### config.mk
export PLATFORM = sky130hd
export DESIGN_NAME = osc_tick_gen
export DESIGN_NICKNAME = d
export VERILOG_FILES = /design/src/rtl/osc_tick_gen.sv
export SDC_FILE = /design/constraint.sdc
export NUM_CORES = 1
export LEC_CHECK = 0
export CAP_MARGIN = 20
export CORE_UTILIZATION = 35
export DETAILED_ROUTE_END_ITERATION = 10
export DONT_BUFFER_PORTS = 1
export PLACE_DENSITY_LB_ADDON = 0.12
export SYNTH_ARGS = -nofsm -noshare
export SYNTH_HDL_FRONTEND = slang
export SYNTH_SLANG_ARGS = --single-unit
export TNS_END_PERCENT = 100
### constraint.sdc
create_clock -name clk -period 6.4 [get_ports clk]
set_input_delay 1.28 -clock clk [delete_from_list [all_inputs] [get_ports clk]]
set_output_delay 1.28 -clock clk [all_outputs]
set_load 0.02 [all_outputs]
### src/rtl/osc_tick_gen.sv
// osc_tick_gen -- multi-channel programmable clock-enable generator.
//
// Each channel divides clk by its active ratio and emits a one-cycle tick
// per divided period plus a square wave that toggles on every tick.
// New ratios are staged via div_wr and applied only at a period boundary
// (wrap), on sync, or immediately when the channel is idle, so a running
// channel never produces a truncated period.
//
// Parameters:
//   CH      - number of independent divider channels (1..16)
//   CNT_W   - counter / ratio width in bits
//   DEF_DIV - ratio loaded into every channel at reset
//
// Ports:
//   clk     - single clock (normally the on-chip oscillator)
//   rst_n   - asynchronous active-low reset, released synchronously upstream
//   en      - per-channel run enable
//   sync    - one-cycle pulse that phase-aligns all channels
//   div_wr  - one-cycle ratio write strobe
//   div_sel - target channel of the write (out-of-range writes are ignored)
//   div_val - new divide ratio
//   div_ack - per-channel one-cycle pulse, the cycle after a staged ratio applies
//   tick    - per-channel one-cycle clock-enable pulse per divided period
//   sq      - per-channel square wave, period 2*div
module osc_tick_gen #(
    parameter int CH      = 4,
    parameter int CNT_W   = 24,
    parameter int DEF_DIV = 100,
    localparam int SEL_W  = (CH > 1) ? $clog2(CH) : 1
) (
    input  logic             clk,
    input  logic             rst_n,
    input  logic [CH-1:0]    en,
    input  logic             sync,
    input  logic             div_wr,
    input  logic [SEL_W-1:0] div_sel,
    input  logic [CNT_W-1:0] div_val,
    output logic [CH-1:0]    div_ack,
    output logic [CH-1:0]    tick,
    output logic [CH-1:0]    sq
);

    localparam logic [CNT_W-1:0] DEF_V = CNT_W'(DEF_DIV);
    localparam logic [CNT_W-1:0] ONE   = CNT_W'(1);
    localparam logic [SEL_W:0]   CH_V  = (SEL_W + 1)'(CH);

    // Writes addressing a non-existent channel must not touch any state.
    logic sel_ok;
    assign sel_ok = ({1'b0, div_sel} < CH_V);

    for (genvar i = 0; i < CH; i++) begin : g_ch
        localparam logic [SEL_W-1:0] IDX = SEL_W'(i);

        logic [CNT_W-1:0] cnt_q, cnt_d;
        logic [CNT_W-1:0] div_q, div_d;
        logic [CNT_W-1:0] stg_q, stg_d;
        logic             pend_q, pend_d;
        logic             tick_q, tick_d;
        logic             sq_q, sq_d;
        logic             ack_q, ack_d;
        logic             wr_hit, running, wrap, apply;

        always_comb begin
            wr_hit  = div_wr && sel_ok && (div_sel == IDX);
            running = en[i] && (div_q != '0);
            wrap    = running && (cnt_q == div_q - ONE);
            // A pending ratio lands on a period boundary (wrap or sync), or
            // straight away when the channel is not counting.
            apply   = pend_q && (wrap || sync || !running);

            cnt_d  = cnt_q;
            tick_d = 1'b0;
            sq_d   = sq_q;
            if (!en[i]) begin
                cnt_d = '0;
                sq_d  = 1'b0;
            end else if (sync) begin
                // Sync outranks a coincident wrap: no tick this cycle.
                cnt_d = '0;
                sq_d  = 1'b0;
            end else if (div_q == '0) begin
                cnt_d = '0;
            end else if (wrap) begin
                cnt_d  = '0;
                tick_d = 1'b1;
                sq_d   = ~sq_q;
            end else begin
                cnt_d = cnt_q + ONE;
            end
            if (sync) begin
                sq_d = 1'b0;
            end

            div_d = apply ? stg_q : div_q;
            stg_d = wr_hit ? div_val : stg_q;
            // A write landing on the apply edge re-arms pending for the new value.
            pend_d = wr_hit ? 1'b1 : (apply ? 1'b0 : pend_q);
            ack_d  = apply;
        end

        always_ff @(posedge clk or negedge rst_n) begin
            if (!rst_n) begin
                cnt_q  <= '0;
                div_q  <= DEF_V;
                stg_q  <= DEF_V;
                pend_q <= 1'b0;
                tick_q <= 1'b0;
                sq_q   <= 1'b0;
                ack_q  <= 1'b0;
            end else begin
                cnt_q  <= cnt_d;
                div_q  <= div_d;
                stg_q  <= stg_d;
                pend_q <= pend_d;
                tick_q <= tick_d;
                sq_q   <= sq_d;
                ack_q  <= ack_d;
            end
        end

        assign tick[i]    = tick_q;
        assign sq[i]      = sq_q;
        assign div_ack[i] = ack_q;
    end

endmodule

==> results.yml, run 1 <==
clocking:
  cts.clk_slew.worst_paths_ns: 0.06
  cts.path.max_buffers: 3
  cts_resized: 0
  clock_sinks: 304
  postCtsSetupRepairBufs: 0
  cts-buffers-inserted: 36
  cts_max_level: 2
  cts_tree: "done"
  root_buffer: "clkbuf_16"
  clock_latency_ns: 0.56
  holdBufCountCts: 0
global_route:
  grt_max_degree: 305
  grt_pass1_vias: 10831
  grt_pass1_wl_um: 63920
  antenna_found_initial: 4
  grt.total_usage_pct: 17.57
  overflow: 0
finish:
  instances_no_fill: 2096
  nets: 1510
  area_growth_pct: 10.87
  fillCellCount: 4490
  drive_above_1_share_pct: 20.71
  ff_latch_area_um2: 7637
  multiInputGateArea_um2: 8050
setup_path:
  cp_max_fo: 13
  cp-end-kind: "flip-flop"
  crit_path_max_incr_delay_ns: 0.79
  crit_path_cell_trace: "nor4_1 -> nand4_1 -> o311a_1 -> nor4_1 -> o21ai_0 -> and4_1 -> o21ai_2 -> buf_4 -> mux2_2"
  crit_top_cell: "nor4_1"
  crit_type: "reg -> reg"
  cp.required_ns: 6.83
  crit_arrival_ns: 4.86
  worst_setup_path_start_kind: "flip-flop"
  critPathSlowestCell: "nor4_1"
floorplan:
  fp.dieW_um: 217.1
  row_count: 78
  die_area_um2: 47140
  fp.coreArea_um2: 45480
  die_h_um: 217.1
  ios: 46
  initial_core_util_pct: 35.61
sta:
  max_slew.worst_pin.slew_ns: 1.044
  rsz0062_at_grt: "false"
  finalHoldViolations: 0
  tns_ns: 0
  timing.slew.headroom_pct: 30.14
  slew_viol_final: 0
  finalCritPeriodShare_pct: 69.25
  setup_viol: 0
  period_minus_slack_ns: 4.432
  fmax_ghz: 0.2256
  fin_skew_ns: 0.02362
power_and_ir_drop:
  p_leak_uw: 0.007174
  peakVddDrop_mv: 0.1974
  finalPower_uw: 6387
  p_per_area_nw_per_um2: 355.7
logic_synthesis:
  synth-adder-area-share_pct: 0.9889
  synth_top_family_by_area: "simple AND/OR/NAND/NOR gates"
  ys_warn_count: 0
  synth_area_leaders: "dfrtp_1, mux2_2, xor2_1"
  synthXorXnorAreaFrac_pct: 10.71
  synthSimpleGateAreaFrac_pct: 18.32
  synth_nets: 1543
  async_flop_share_pct: 100.0
  synth_edf_count: 0
  synthMuxAreaShare_pct: 14.10
  synth_top_area_share_pct: 43.26
  yosysSeqAreaShare_pct: 47.16
  synth.distinct_cells: 76
  synth-seq-cells: 304
  synth_flop_cell: "dfrtp_1"
  syn_area_um2: 16200
  synthCells: 1497
  synth_compound_area_share_pct: 5.493
  synth_area_per_cell_um2: 10.82
  synth_top_area_cell: "dfrtp_1"
placement:
  finalWeightedCongestion: 0.8701
  dp.cells: 2025
  dp_hpwl_um: 27380
  io_buffers: 0
status:
  outcome: "finished clean"
drt:
  first_pass_iters: 5
  drt_iter0_drc: 613
  num_vias: 10889
  routed_wl_um: 40360
  antenna_left: 0
  wl_per_cell_um: 19.25
  via_per_inst: 5.195
  drc: 0
hold_path:
  min_path_type: "in -> async"
job:
  drv_cap: 0
==> through the flow <==
stage | area (um^2) | setup WS (ns) | utilization (%) | hold WS, ns
floorplan | 16200 | 2.911 | - | 0.4522
global placement | 16630 | 2.119 | 36.57 | 0.4663
detailed placement | 16630 | 2.003 | 36.57 | 0.4637
CTS | 17940 | 1.994 | 39.45 | 0.3974
global route | 17950 | 1.491 | 39.46 | 0.3842
finish | 17960 | 1.968 | 39.48 | 0.4148
==> cell families (layout without fill, tap and decap cells) <==
logic type | after synthesis | in the layout
fa+ha+maj | 13 | 13
compound gates | 122 | 122
buf+inv | 114 | 109
xor+xnor | 198 | 198
simple gates | 549 | 549
other cells | 0 | 4
mux | 197 | 197
flops | 304 | 304
==> state kept, by name, indices dropped and copies added (netlist names) <==
signal	flops
g_ch.cnt_q	96
g_ch.stg_q	96
g_ch.pend_q	4
g_ch.ack_q	4
g_ch.sq_q	4
g_ch.tick_q	4
g_ch.div_q	96
==> worst max-delay path, delay by kind of cell, from the launching register on <==
kind / cells / cell delay, ns
AO/OA/AOI/OAI: 3 / 1.24
buffers and inverters: 1 / 0.37
flip-flops: 1 / 0.49
multiplexers: 1 / 0.35
AND/OR/NAND/NOR: 4 / 1.83
==> worst paths after layout <==
kind / from / cells past startpoint / end / slack (ns)
worst max-delay path: g_ch[0].div_q[8]$_DFFE_PN0P_ / 9 / g_ch[0].div_q[4]$_DFFE_PN0P_ / 1.97
worst min-delay path: rst_n / 0 / g_ch[3].tick_q$_DFF_PN0_ / 0.41
worst max register to register: g_ch[0].div_q[8]$_DFFE_PN0P_ / 9 / g_ch[0].div_q[4]$_DFFE_PN0P_ / 1.97
worst min register to register: g_ch[3].stg_q[21]$_DFFE_PN0P_ / 1 / g_ch[3].div_q[21]$_DFFE_PN0P_ / 0.48
max in group asynchronous: rst_n / 0 / g_ch[2].div_q[22]$_DFFE_PN0P_ / 5.33
min in group clk: g_ch[3].stg_q[21]$_DFFE_PN0P_ / 1 / g_ch[3].div_q[21]$_DFFE_PN0P_ / 0.48
==> per-layer routing <==
layer	global-route usage [%]	vias to the layer above	share of wire, %
met1	23.79	5405	47
met3	3.033	59	3.9
met2	28.27	166	47
li1	-	5259	-
met5	0	-	0
met4	6.080	0	2.3
==> final cells by class <==
type / instances / share of cell area [%]
clock buffers: 54 / 6.069
diodes: 4 / 0.05575
inverters: 32 / 0.6689
multi-input cells: 1079 / 44.83
clock inverters: 12 / 1.212
repair buffers: 11 / 0.4460
well taps: 600 / 4.181
flip-flops and latches: 304 / 42.53
==> cell usage in the layout, fill, tap and decap left out, types with 7 or more instances in the layout <==
cell type,netlist,final
a211oi_1,7,7
a21o_1,8,8
a21oi_1,19,19
and3_1,19,19
and4_1,7,7
buf_4,16,10
clkbuf_1,44,7
clkbuf_16,0,37
clkbuf_8,0,10
dfrtp_1,280,280
dfstp_2,24,24
ha_1,12,12
inv_1,32,32
mux2_1,8,8
mux2_2,165,165
mux2_4,19,19
nand2_1,58,58
nand2b_1,22,22
nand3_1,48,48
nand3b_1,13,13
nand4_1,39,39
nor2_1,164,164
nor2b_1,10,10
nor3_1,43,43
nor3b_1,8,7
nor4_1,38,38
o21ai_0,17,17
or2_2,10,10
or3_1,13,13
or4_1,20,20
xnor2_1,93,93
xor2_1,105,105
==> synthesized netlist by cell type (all sizes together), types with 4 or more instances <==
cell	instances
and2	5
and4	7
a211oi	8
nor3b	8
nand3	48
o211ai	6
buf	38
inv	32
xor2	105
a31oi	6
nand4b	6
a21oi	19
or4	22
nand4	39
o31ai	7
nand2	58
nor4	44
mux2	192
a2111oi	5
nor4b	7
o41ai	4
dfrtp	280
nor3	43
o2111ai	5
a21o	8
a22oi	5
nor2	164
xnor2	93
o21ai	20
nand3b	13
nor4bb	5
mux2i	5
ha	12
nand2b	22
or2	10
nor2b	10
clkbuf	44
or3	13
dfstp	24
and3	19
==> report_power, final <==
part / internal, uW / leakage, uW / switching [uW] / total [uW]
Clock: 1420 / 0.000646 / 833 / 2250
Sequential: 2310 / 0.00381 / 482 / 2790
Combinational: 727 / 0.00272 / 619 / 1350
No activity file was read; power rests on OpenSTA's default activity.
==> run 2: changes to the inputs <==
clock period = 3.8 ns   (was 6.4 ns; I/O delays follow)
==> results.yml, run 2 (synthesis gave the netlist of run 1 again) <==
drt:
  top_layer: "met4"
  drt_iter0_drc: 556
  dr_wl_met3_um: 1601
  via_per_inst: 5.185
  num_vias: 11018
  route.met2.wl_um: 18590
  drc: 0
  antenna_left: 0
  first_pass_iters: 5
  met1_length_um: 19080
  routed_wl_um: 40380
  wl_per_cell_um: 19.00
finish:
  drive_above_1_share_pct: 22.14
  area_growth_pct: 11.72
  mostFrequentLayoutCell: "dfrtp_1"
  reg_top3: "g_ch.cnt_q (96), g_ch.div_q (96), g_ch.stg_q (96)"
  nets: 1542
  mostFrequentLayoutCells: "dfrtp_1, mux2_2, nor2_1"
  multiInputGateArea_um2: 8080
  final_cell_area_um2: 18090
  fillCellCount: 4499
  ff_latch_area_um2: 7637
setup_path:
  crit_arrival_ns: 4.02
  crit_path_cell_trace: "or4_4 -> or4_1 -> or4_4 -> a32oi_2 -> nand4_1 -> or4_1 -> or2b_2 -> buf_12 -> nor2_1"
  r2r_start: "g_ch[3].div_q[10]$_DFFE_PN0P_"
  crit_type: "reg -> reg"
  ff2ff_path_depth: 9
  r2r_end: "g_ch[3].cnt_q[9]$_DFF_PN0_"
  cp.required_ns: 4.24
  ff2ff_setup_slack_ns: 0.22
  worst_setup_path_start_kind: "flip-flop"
  cp_max_fo: 15
  cp-end-kind: "flip-flop"
  critPathSlowestCell: "or4_4"
  crit_path_max_incr_delay_ns: 0.57
sta:
  slew_viol_final: 0
  rsz0062_at_grt: "false"
  fmax_ghz: 0.2794
  fin_worst_hold_slack_ns: -0.09041
  fin_skew_ns: 0.01445
  finalCritPeriodShare_pct: 94.18
  timing.slew.headroom_pct: 50.89
  setup_viol: 0
  period_minus_slack_ns: 3.579
  finalHoldViolations: 46
  max_slew.worst_pin.slew_ns: 0.7366
global_route:
  grt_max_degree: 305
  grt.total_usage_pct: 17.84
  overflow: 0
  antenna_found_initial: 6
  grt_pass1_vias: 11130
  grt_pass1_wl_um: 65270
power_and_ir_drop:
  peakVddDrop_mv: 0.3046
  p_leak_uw: 0.007276
  p_per_area_nw_per_um2: 578.0
hold_path:
  min_path_type: "in -> async"
floorplan:
  die_area_um2: 47140
  ios: 46
  initial_core_util_pct: 35.61
  die_h_um: 217.1
  fp.coreArea_um2: 45480
  row_count: 78
  fp.dieW_um: 217.1
clocking:
  postCtsSetupRepairBufs: 0
  cts.path.max_buffers: 3
  clock_latency_ns: 0.55
  cts-buffers-inserted: 36
  cts_max_level: 2
  clock_sinks: 304
  cts.clk_slew.worst_paths_ns: 0.05
  cts_tree: "done"
  root_buffer: "clkbuf_16"
status:
  outcome: "finished, violations left"
  failed_checks: "negative hold slack"
placement:
  placement.cell_area_um2: 16920
  io_buffers: 0
  finalWeightedCongestion: 0.8541
  dp_hpwl_um: 27590
job:
  drv_cap: 0
-- run 2: cell count changes in the layout (fill, tap and decap cells not counted), moves of 3 or more --
cell | before | now
clkinv_2 | 4 | 7
buf_4 | 10 | 38
clkbuf_8 | 10 | 6
clkbuf_1 | 7 | 11
buf_12 | 0 | 4
bufinv_16 | 6 | 1
-- run 2: area by class of cell --
type	count	area share (%)
Clock buffer	54	5.802
Antenna cell	3	0.04149
Clock inverter	10	0.4564
Sequential cell	304	42.21
Inverter	32	0.6639
Timing Repair Buffer	42	2.019
Tap cell	600	4.149
Multi-Input combinational cell	1080	44.66
-- run 2: worst max-delay path by stage --
stage                                          to  slack [ns]                     startpoint  cells after the start
finish                 g_ch[3].cnt_q[9]$_DFF_PN0_        0.22  g_ch[3].div_q[10]$_DFFE_PN0P_                      9
global route        g_ch[2].div_q[11]$_DFFE_PN0P_       0.003  g_ch[2].div_q[16]$_DFFE_PN0P_                      9
CTS                 g_ch[1].div_q[19]$_DFFE_PN0P_        0.11   g_ch[1].div_q[1]$_DFFE_PN0P_                     11
detailed placement   g_ch[1].div_q[4]$_DFFE_PN0P_       -0.03   g_ch[1].div_q[1]$_DFFE_PN0P_                     11
global placement     g_ch[1].div_q[1]$_DFFE_PN0P_        0.06   g_ch[1].div_q[1]$_DFFE_PN0P_                     11
floorplan           g_ch[1].div_q[10]$_DFFE_PN0P_        0.31   g_ch[1].div_q[0]$_DFFE_PN0P_                     11
-- run 2: power by group --
| group | switching [uW] | total, uW | internal (uW) | leakage [uW] |
|---|---|---|---|---|
| registers | 763 | 4650 | 3880 | 0.00381 |
| clock network | 1370 | 3350 | 1980 | 0.000563 |
| logic | 1140 | 2460 | 1320 | 0.00290 |
-- run 2: what timing repair did --
| action | CTS | global route |
|---|---|---|
| gates cloned | 1 | 0 |
| resized for setup | 0 | 4 |
| endpoints found under the setup margin | 4 | 25 |
| pin swaps | 1 | 0 |
| hold endpoints to repair | 280 | 280 |
-- run 2: routing by layer --
layer  vias up  GRT usage [%]
met5         -              0
met3        58          3.061
met4         0          6.878
met1      5464          24.52
li1       5329              -
met2       167          27.93
-- run 2: through the flow --
| step | setup WS (ns) | TNS [ns] | instances | util [%] | total power, uW |
|---|---|---|---|---|---|
| 6_report | 0.2212 | 0 | 2125 | 39.78 | 10460 |
| 5_1_grt | 0.003273 | 0 | 2122 | 39.77 | 11110 |
| 4_1_cts | 0.1110 | 0 | 2122 | 39.72 | 10620 |
| 3_5_place_dp | -0.02646 | -0.06923 | 2057 | 37.21 | 7157 |
| 3_3_place_gp | 0.06150 | 0 | 2057 | 37.21 | 7115 |
| 2_1_floorplan | 0.3109 | 0 | 1497 | - | 6427 |
-- run 2: worst max-delay path: cells and delay by family, from the launching register on --
family | cells | cell delay [ns]
flip-flops | 1 | 0.42
buffers and inverters | 1 | 0.18
AO/OA/AOI/OAI | 1 | 0.23
AND/OR/NAND/NOR | 7 | 2.63
